===== config.mk =====
export PLATFORM = sky130hd
export DESIGN_NAME = bus_decoder
export DESIGN_NICKNAME = d
export VERILOG_FILES = /design/src/rtl/bus_pkg.sv /design/src/rtl/bus_cycle_timer.sv /design/src/rtl/bus_decoder.sv
export SDC_FILE = /design/constraint.sdc
export NUM_CORES = 1
export LEC_CHECK = 0
export ABC_CLOCK_PERIOD_IN_PS = 3500
export CAP_MARGIN = 20
export CORE_AREA = 2 2 237 239
export CTS_CLUSTER_DIAMETER = 150
export DETAILED_ROUTE_END_ITERATION = 10
export DIE_AREA = 0 0 239 241
export SYNTH_ARGS = -nofsm -noshare
export SYNTH_HDL_FRONTEND = slang
export SYNTH_HIERARCHICAL = 1
export SYNTH_SLANG_ARGS = --single-unit
export TNS_END_PERCENT = 30

===== constraint.sdc =====
create_clock -name clock -period 3.5 [get_ports clock]
set_input_delay 1.05 -clock clock [delete_from_list [all_inputs] [get_ports clock]]
set_output_delay 1.05 -clock clock [all_outputs]
set_load 0.05 [all_outputs]

===== src/rtl/bus_pkg.sv =====
// Shared definitions for the maxicore32 bus decoder: address-map constants,
// device class numbers and the bus-cycle FSM state type.
package bus_pkg;

  localparam logic [7:0] IO_CLASS_DEFAULT = 8'h0f;

  localparam int CLASS_PROGRAM = 0;
  localparam int CLASS_MAP     = 1;
  localparam int CLASS_STATUS  = 2;
  localparam int CLASS_LEVELS  = 3;

  // Byte offsets of the IO registers inside the IO class; slot = offset >> 2.
  localparam logic [7:0] IO_LED          = 8'h00;
  localparam logic [7:0] IO_SWITCHES     = 8'h04;
  localparam logic [7:0] IO_UART_DATA    = 8'h08;
  localparam logic [7:0] IO_UART_STATUS  = 8'h0c;
  localparam logic [7:0] IO_TIMER        = 8'h10;
  localparam logic [7:0] IO_TIMER_CTRL   = 8'h14;
  localparam logic [7:0] IO_SPI_DATA     = 8'h18;
  localparam logic [7:0] IO_SPI_CONTROL  = 8'h1c;
  localparam logic [7:0] IO_PWM          = 8'h20;
  localparam logic [7:0] IO_I2C_DATA     = 8'h24;
  localparam logic [7:0] IO_I2C_CONTROL  = 8'h28;

  typedef enum logic [2:0] {
    ST_IDLE,
    ST_MEM_WAIT,
    ST_IO_WAIT,
    ST_DONE,
    ST_ERROR
  } bus_state_e;

  // Bits needed to index n items; never less than one.
  function automatic int index_width(input int n);
    return (n > 1) ? $clog2(n) : 1;
  endfunction

endpackage


===== src/rtl/bus_cycle_timer.sv =====
// Loadable down-counter with zero and last-step flags, shared by the memory
// latency wait and the IO acknowledge timeout.
module bus_cycle_timer #(
  parameter int WIDTH = 8
) (
  input  logic             clock,
  input  logic             n_reset,
  input  logic             load,
  input  logic [WIDTH-1:0] load_value,
  input  logic             dec,
  output logic             zero,
  output logic             last
);

  logic [WIDTH-1:0] count_q;
  logic [WIDTH-1:0] count_d;

  // NOTE: count_d gets its hold value first so every path assigns it and no latch is inferred.
  always_comb begin
    count_d = count_q;
    if (load) begin
      count_d = load_value;
    end else if (dec && (count_q != '0)) begin
      count_d = count_q - WIDTH'(1);
    end
  end

  // NOTE: state registers use non-blocking assignments so all flops update together at the edge.
  always_ff @(posedge clock) begin
    if (!n_reset) begin
      count_q <= '0;
    end else begin
      count_q <= count_d;
    end
  end

  assign zero = (count_q == '0);
  assign last = (count_q == WIDTH'(1));

endmodule


===== src/rtl/bus_decoder.sv =====
// Address decoder and bus-cycle controller for maxicore32: registered one-hot
// selects, ready handshake, registered read data and fault capture.
module bus_decoder
  import bus_pkg::*;
#(
  parameter int         NUM_CLASSES = 4,
  parameter logic [7:0] IO_CLASS    = IO_CLASS_DEFAULT,
  parameter int         NUM_IO      = 11,
  parameter int         MEM_LATENCY = 1,
  parameter int         TIMEOUT     = 255
) (
  input  logic                      clock,
  input  logic                      n_reset,
  input  logic [29:0]               address,
  input  logic                      read,
  input  logic                      write,
  output logic [NUM_CLASSES-1:0]    class_cs,
  output logic [NUM_IO-1:0]         io_cs,
  input  logic [32*NUM_CLASSES-1:0] class_data,
  input  logic [32*NUM_IO-1:0]      io_data,
  input  logic [NUM_IO-1:0]         io_ack,
  output logic [31:0]               data_in,
  output logic                      ready,
  output logic                      bus_error,
  output logic [29:0]               fault_address,
  output logic [7:0]                fault_count
);

  localparam int CLS_W   = index_width(NUM_CLASSES);
  localparam int IO_W    = index_width(NUM_IO);
  localparam int CNT_MAX = (MEM_LATENCY > TIMEOUT) ? MEM_LATENCY : TIMEOUT;
  localparam int CNT_W   = index_width(CNT_MAX + 1);

  localparam logic [7:0] NUM_CLASSES_B = 8'(NUM_CLASSES);
  localparam logic [6:0] NUM_IO_B      = 7'(NUM_IO);

  bus_state_e state_q, state_d;

  logic [NUM_CLASSES-1:0] class_cs_q, class_cs_d;
  logic [NUM_IO-1:0]      io_cs_q, io_cs_d;
  logic [CLS_W-1:0]       class_idx_q, class_idx_d;
  logic [IO_W-1:0]        slot_q, slot_d;
  logic [31:0]            data_q, data_d;
  logic                   ready_q, ready_d;
  logic [29:0]            fault_addr_q, fault_addr_d;
  logic [7:0]             fault_cnt_q, fault_cnt_d;

  logic                   tmr_load;
  logic [CNT_W-1:0]       tmr_value;
  logic                   tmr_dec;
  logic                   tmr_zero;
  logic                   tmr_last;

  logic [7:0]             high_byte;
  logic [5:0]             slot;
  logic                   is_mem;
  logic                   is_io;
  logic [31:0]            class_word [NUM_CLASSES];
  logic [31:0]            io_word    [NUM_IO];

  assign high_byte = address[29:22];
  assign slot      = address[5:0];
  assign is_mem    = (high_byte < NUM_CLASSES_B);
  assign is_io     = (high_byte == IO_CLASS) && ({1'b0, slot} < NUM_IO_B);

  always_comb begin
    for (int k = 0; k < NUM_CLASSES; k++) begin
      class_word[k] = class_data[32*k +: 32];
    end
    for (int s = 0; s < NUM_IO; s++) begin
      io_word[s] = io_data[32*s +: 32];
    end
  end

  bus_cycle_timer #(
    .WIDTH (CNT_W)
  ) u_timer (
    .clock      (clock),
    .n_reset    (n_reset),
    .load       (tmr_load),
    .load_value (tmr_value),
    .dec        (tmr_dec),
    .zero       (tmr_zero),
    .last       (tmr_last)
  );

  always_comb begin
    state_d      = state_q;
    class_cs_d   = '0;
    io_cs_d      = '0;
    class_idx_d  = class_idx_q;
    slot_d       = slot_q;
    data_d       = data_q;
    ready_d      = 1'b0;
    fault_addr_d = fault_addr_q;
    fault_cnt_d  = fault_cnt_q;
    tmr_load     = 1'b0;
    tmr_value    = '0;
    tmr_dec      = 1'b0;

    case (state_q)
      ST_IDLE: begin
        if (read || write) begin
          if (read && write) begin
            state_d = ST_ERROR;
          end else if (is_mem) begin
            class_idx_d                      = high_byte[CLS_W-1:0];
            class_cs_d[high_byte[CLS_W-1:0]] = 1'b1;
            tmr_load                         = 1'b1;
            tmr_value                        = CNT_W'(MEM_LATENCY);
            state_d                          = ST_MEM_WAIT;
          end else if (is_io) begin
            slot_d                  = slot[IO_W-1:0];
            io_cs_d[slot[IO_W-1:0]] = 1'b1;
            tmr_load                = 1'b1;
            tmr_value               = CNT_W'(TIMEOUT);
            state_d                 = ST_IO_WAIT;
          end else begin
            state_d = ST_ERROR;
          end
        end
      end

      // Completion is decided on the step that takes the count to zero.
      ST_MEM_WAIT: begin
        tmr_dec = 1'b1;
        if (tmr_last) begin
          if (read) begin
            data_d = class_word[class_idx_q];
          end
          ready_d = 1'b1;
          state_d = ST_DONE;
        end else begin
          class_cs_d = class_cs_q;
        end
      end

      // The ack still wins in the cycle the count sits at zero, giving TIMEOUT+1 chances.
      ST_IO_WAIT: begin
        if (io_ack[slot_q]) begin
          if (read) begin
            data_d = io_word[slot_q];
          end
          ready_d = 1'b1;
          state_d = ST_DONE;
        end else if (tmr_zero) begin
          state_d = ST_ERROR;
        end else begin
          tmr_dec = 1'b1;
          io_cs_d = io_cs_q;
        end
      end

      ST_DONE, ST_ERROR: begin
        if (!read && !write) begin
          state_d = ST_IDLE;
        end
      end

      default: begin
        state_d = ST_IDLE;
      end
    endcase

    if ((state_d == ST_ERROR) && (state_q != ST_ERROR)) begin
      fault_addr_d = address;
      if (fault_cnt_q != 8'hff) begin
        fault_cnt_d = fault_cnt_q + 8'd1;
      end
    end
  end

  always_ff @(posedge clock) begin
    if (!n_reset) begin
      state_q      <= ST_IDLE;
      class_cs_q   <= '0;
      io_cs_q      <= '0;
      class_idx_q  <= '0;
      slot_q       <= '0;
      data_q       <= '0;
      ready_q      <= 1'b0;
      fault_addr_q <= '0;
      fault_cnt_q  <= '0;
    end else begin
      state_q      <= state_d;
      class_cs_q   <= class_cs_d;
      io_cs_q      <= io_cs_d;
      class_idx_q  <= class_idx_d;
      slot_q       <= slot_d;
      data_q       <= data_d;
      ready_q      <= ready_d;
      fault_addr_q <= fault_addr_d;
      fault_cnt_q  <= fault_cnt_d;
    end
  end

  assign class_cs      = class_cs_q;
  assign io_cs         = io_cs_q;
  assign data_in       = data_q;
  assign ready         = ready_q;
  assign bus_error     = (state_q == ST_ERROR);
  assign fault_address = fault_addr_q;
  assign fault_count   = fault_cnt_q;

endmodule


-- After elaboration in Yosys (flattened, before gate mapping)
Cells that the tools add are included.
Widths: inputs -> output; s select.
- add/subtract/negate cells: 2
- order comparisons: 9
- eq/ne operators: 14
- mux-type cells: 56
- bitwise gates (word level): 4
- reductions and logical operators: 20
- operator list (cell ; number):
    $mux 32 ; 8
    $bmux 32 s4 ; 1
    $mux 11 ; 6
    $bmux 32 s2 ; 1
    $pmux 32 s2 ; 1
    $mux 8 ; 7
    $mux 3 ; 8
    $pmux 11 s2 ; 1
    $mux 4 ; 4
    $mux 1 ; 12
    $pmux 3 s4 ; 1
    $lt 4x5->1 const B ; 2
    $reduce_and 5->1 ; 2
    $add 8x1->8 const B ; 1
    $eq 8x1->1 const B ; 1
    $eq 8x4->1 const B ; 1
    $logic_not 8->1 ; 1
    $lt 8x3->1 const B ; 1
    $ne 2x2->1 const B ; 4
    $ne 8x8->1 const B ; 1
    $pmux 4 s2 ; 1
    $reduce_bool 8->1 ; 1
    $sub 8x1->8 const B ; 1
    $logic_and 1x1->1 ; 7
    24 further kinds ; 31
- bits in registers: 103
- input bits: 525
- output and inout bits: 87
- logic and storage cells: 115

-- Depth between registers and ports, before layout
- depth in word-level cells: 10
- mapped depth: 12
- mapped depth without buffers: 10

-- Hierarchy
Netlist, hierarchy kept.
- by module, submodules not included (module ; times used ; cells an instance ; area each (um^2) ; seq. area each (um^2)):
    bus_decoder ; 1 ; 805 ; 7831.3 ; 1901.8
    bus_cycle_timer ; 1 ; 62 ; 521.8 ; 160.2

-- Worst setup path after synthesis
No wires, ideal clock.
- kind: input to register
- start point: input port io_ack[8]
- end point: register u_timer.count_q[0]
- setup time: 116 ps
- arrival time: 2755 ps
- data required time: 3384 ps
- slack: 629 ps
- cell stages on the path: 10
- buffers on the path: 1
- cell sequence: mux2_4 > a22oi_2 > nand3_1 > nor3_1 > buf_2 > nand2b_1 > inv_1 > a21oi_2 > xnor2_1 > o211a_1
- longest elaborated chain between the ends: 6
- RTL lines (what ; line ; source):
    start, declared ; bus_decoder.sv:21 ; input logic [NUM_IO-1:0] io_ack,
    $bmux 1 s4 ; bus_decoder.sv:140 ; if (io_ack[slot_q]) begin
    $mux 1 (not written as such) ; bus_decoder.sv:140 ;
    $mux 1 ; bus_decoder.sv:140 ;
    $pmux 1 s2 ; bus_decoder.sv:101 ; case (state_q)
    via tmr_dec ; bus_decoder.sv:50 ; logic tmr_dec;
    $logic_and 1x1->1 ; bus_cycle_timer.sv:23 ; end else if (dec && (count_q != '0)) begin
    $reduce_bool 2->1 (no source line) ; n/a ;
    end signal, assigned ; bus_cycle_timer.sv:33 ; count_q <= count_d;
    end, declared ; bus_cycle_timer.sv:15 ; logic [WIDTH-1:0] count_q;
The timed path passes the listed nets, and every way through them passes these cells. The select of a mux whose other input is x is not followed.
A chain may end at the register's enable or synchronous reset.

-- Worst setup path in the final report
- start point: input port io_ack[6]
- end point: register u_timer.count_q[0]
The elaborated chain is that of the path after synthesis.

==> flow_summary.json <==
{
  "synth_edf_count": 0,
  "setup_viol": 0,
  "clock_skew_ns": 0.009691,
  "period_share_pct": 86.16,
  "nNetsFinal": 1970,
  "rows": 86,
  "worst-setup-path-type": "in -> reg",
  "drc": 0,
  "syn_avg_cell_area_sq_um": 9.634,
  "synth_cells": 867,
  "grt_setup_unrepaired": "false",
  "ir_worst_vdd_v": 0.0001883,
  "fin_total_pwr_mw": 3.456,
  "cp.required_ns": 3.78,
  "yosys_warnings": 6,
  "leakage_nw": 5.352,
  "arrival_ns": 3.30,
  "initialDrtViolationCount": 443,
  "htreeDepth": 3,
  "p_per_area_mw_per_mm2": 219.6,
  "post-cts-setup-buffers": 0,
  "cp_cell_sequence": "clkdlybuf4s50_1 > mux2_2 > a2bb2oi_2 > nand3_1 > nor3_1 > nand2b_1 > inv_1 > a21oi_2 > xnor2_1 > o211a_1",
  "io_pins": 612,
  "cts_resized": 0,
  "path_clk_slew_ns": 0.08,
  "hold_viol_final": 0,
  "antenna_left": 0,
  "tightestPinTransition_ns": 0.8312,
  "max_stage_delay_ns": 0.40,
  "hold_path.class": "reg -> reg",
  "cts_made_buffers": 9,
  "cts_root_buffer": "clkbuf_16",
  "synth_cell_types": 67,
  "drv_slew": 0,
  "grt_max_degree": 108,
  "syn-cell-area_sq_mm": 0.008353,
  "routedWlPerCell_microns": 24.60,
  "drive_gt1_share_pct": 12.59,
  "synth-seq-cells": 103,
  "grt.overflow.total": 0,
  "cts_tree": "yes",
  "vias": 9712,
  "n_fill_cell": 5772,
  "cpMaxStageDelayCell": "clkdlybuf4s50_1",
  "viasPerCell": 4.498,
  "ys_seq_area_share_pct": 24.69,
  "ctsHoldBuffers": 0,
  "port_buffers": 611,
  "grt_use_total_pct": 17.74,
  "synth.net_count": 1396,
  "status": "finished clean",
  "max-slew-margin-rel_pct": 44.59,
  "period_minus_slack_ns": 3.016,
  "dp_hpwl_microns": 44370,
  "use_met2_pct": 31.39,
  "grt_pass1_vias": 9851,
  "routabilityCongestion": 0.9395,
  "die_h_microns": 241,
  "clk_latency_ns": 0.39,
  "die_area_sq_mm": 0.05760,
  "start_util_pct": 15.22,
  "grt_pass1_wl_microns": 71810,
  "fmax_ghz": 0.3316,
  "met1_usage_pct": 19.72,
  "dieWidth_microns": 239,
  "end_kind": "flop",
  "area_delta_synth_final_pct": 88.35,
  "drt-total-wl_microns": 53110,
  "cp_max_fo": 6,
  "drv_cap": 0,
  "antenna_found_initial": 39,
  "ys_dominant_reg_cell": "dfxtp_1",
  "clk_path_buf_depth": 2,
  "top_usage_layer": "met2",
  "start_kind": "input pin",
  "grt_use_met3_pct": 5.936,
  "first_pass_iters": 4,
  "clock-sinks": 103,
  "design.core.area_sq_mm": 0.05488,
  "tns_ns": 0,
  "ys_async_sr_fraction_pct": 0
}
cells by family after synthesis:
group / after synthesis / synth area share (%)
flops: 103 / 24.69
buf+inv: 96 / 4.913
simple gates: 268 / 15.74
fa+ha+maj: 4 / 0.5992
xor+xnor: 3 / 0.3146
compound gates: 219 / 18.41
mux: 174 / 35.34
critical path: cells and delay by family:
kind | cells | cell delay [ns]
AOI/OAI and AO/OA | 3 | 0.79
xor gates and xnor gates | 1 | 0.11
buffers and inverters | 2 | 0.50
muxes | 1 | 0.28
and+or+nand+nor | 3 | 0.57
layout by cell type (no fill, tap or decap), types with 31 or more instances in the layout:
master	netlist	routed
a21oi_1	37	37
a22o_1	31	31
a2bb2oi_1	32	32
clkdlybuf4s50_1	0	610
dfxtp_1	103	97
mux2i_1	74	74
mux4_2	96	96
nand2_1	78	78
nand3_1	35	35
nor2_1	77	77
o21ai_0	69	69
through the flow:
step,area [sq um],hold WS (ns),utilization [%],setup WS (ns),instances
after floorplan,8353,0.5776,-,0.6285,867
after global placement,15390,0.4539,28.05,0.08602,2134
after detailed placement,15390,0.4613,28.05,0.03564,2134
after CTS,15710,0.4764,28.63,0.4524,2150
after global routing,15730,0.4924,28.67,0.2201,2159
final,15730,0.4723,28.67,0.4843,2159
where the power goes:
group	total [mW]	leakage, nW	internal (mW)	switching (mW)
combinational	1.13	4.37	0.724	0.403
clock	1.11	0.145	0.514	0.599
sequential	1.22	0.841	1.20	0.0182
layout make-up:
cell class                      count  area, sq um  area share, %
Timing Repair Buffer              649         6496          41.29
Multi-Input combinational cell    668         5897          37.48
Sequential cell                   103         2082          13.23
Tap cell                          704        880.8          5.599
Clock buffer                        9        225.2          1.432
Clock inverter                      7        91.34         0.5806
Inverter                           10        37.54         0.2386
Antenna cell                        9        22.52         0.1432
layer usage:
layer	vias up	wire, microns
met4	22	1605
met1	4658	20470
met5	-	156
met3	97	4578
li1	4481	-
met2	454	26300
cells in the mapped netlist (all sizes together), types with 2 or more instances:
cell type / n / area share (%)
dfxtp: 103 / 25
mux4: 96 / 26
nand2: 78 / 3.5
nor2: 78 / 3.5
mux2i: 74 / 8.9
o21ai: 69 / 4.1
clkbuf: 49 / 2.2
a21oi: 38 / 2.3
buf: 37 / 2.3
nand3: 35 / 2.1
a2bb2oi: 33 / 3.5
a22o: 31 / 3.3
nor2b: 23 / 1.7
a22oi: 12 / 1.2
inv: 10 / 0.45
nor3b: 9 / 0.93
nor3: 7 / 0.42
a21boi: 6 / 0.54
and2: 6 / 0.46
nand2b: 5 / 0.37
ha: 4 / 0.60
mux2: 4 / 0.58
o211a: 4 / 0.48
a211oi: 3 / 0.27
a31oi: 3 / 0.22
a32oi: 3 / 0.31
and3: 3 / 0.24
nand3b: 3 / 0.27
nor4: 3 / 0.40
o31ai: 3 / 0.27
or4: 3 / 0.27
xnor2: 3 / 0.31
a2111oi: 2 / 0.43
a21o: 2 / 0.18
a32o: 2 / 0.24
and4: 2 / 0.24
nand4b: 2 / 0.21
nor4bb: 2 / 0.24
o21a: 2 / 0.18
or2: 2 / 0.15
or3: 2 / 0.15
or3b: 2 / 0.24
registers in the layout (all words and copies together), names as in the netlist, 3 cells and up:
signal and count:
class_cs 4, data_in 32, fault_address 30, fault_count 8, io_cs 11, slot_q 4, state_q 3, u_timer/count_q 8
worst paths after layout:
kind	from	end	slack [ns]	depth (start not counted)
hold reg to reg	fault_address[10]	fault_address[10]	0.47	2
setup / recovery	io_ack[6]	u_timer/count_q[0]	0.48	10
setup reg to reg	u_timer/count_q[2]	data_in[21]	0.61	7
hold / removal	fault_address[10]	fault_address[10]	0.47	2
Power figures use the tool's default switching activity.
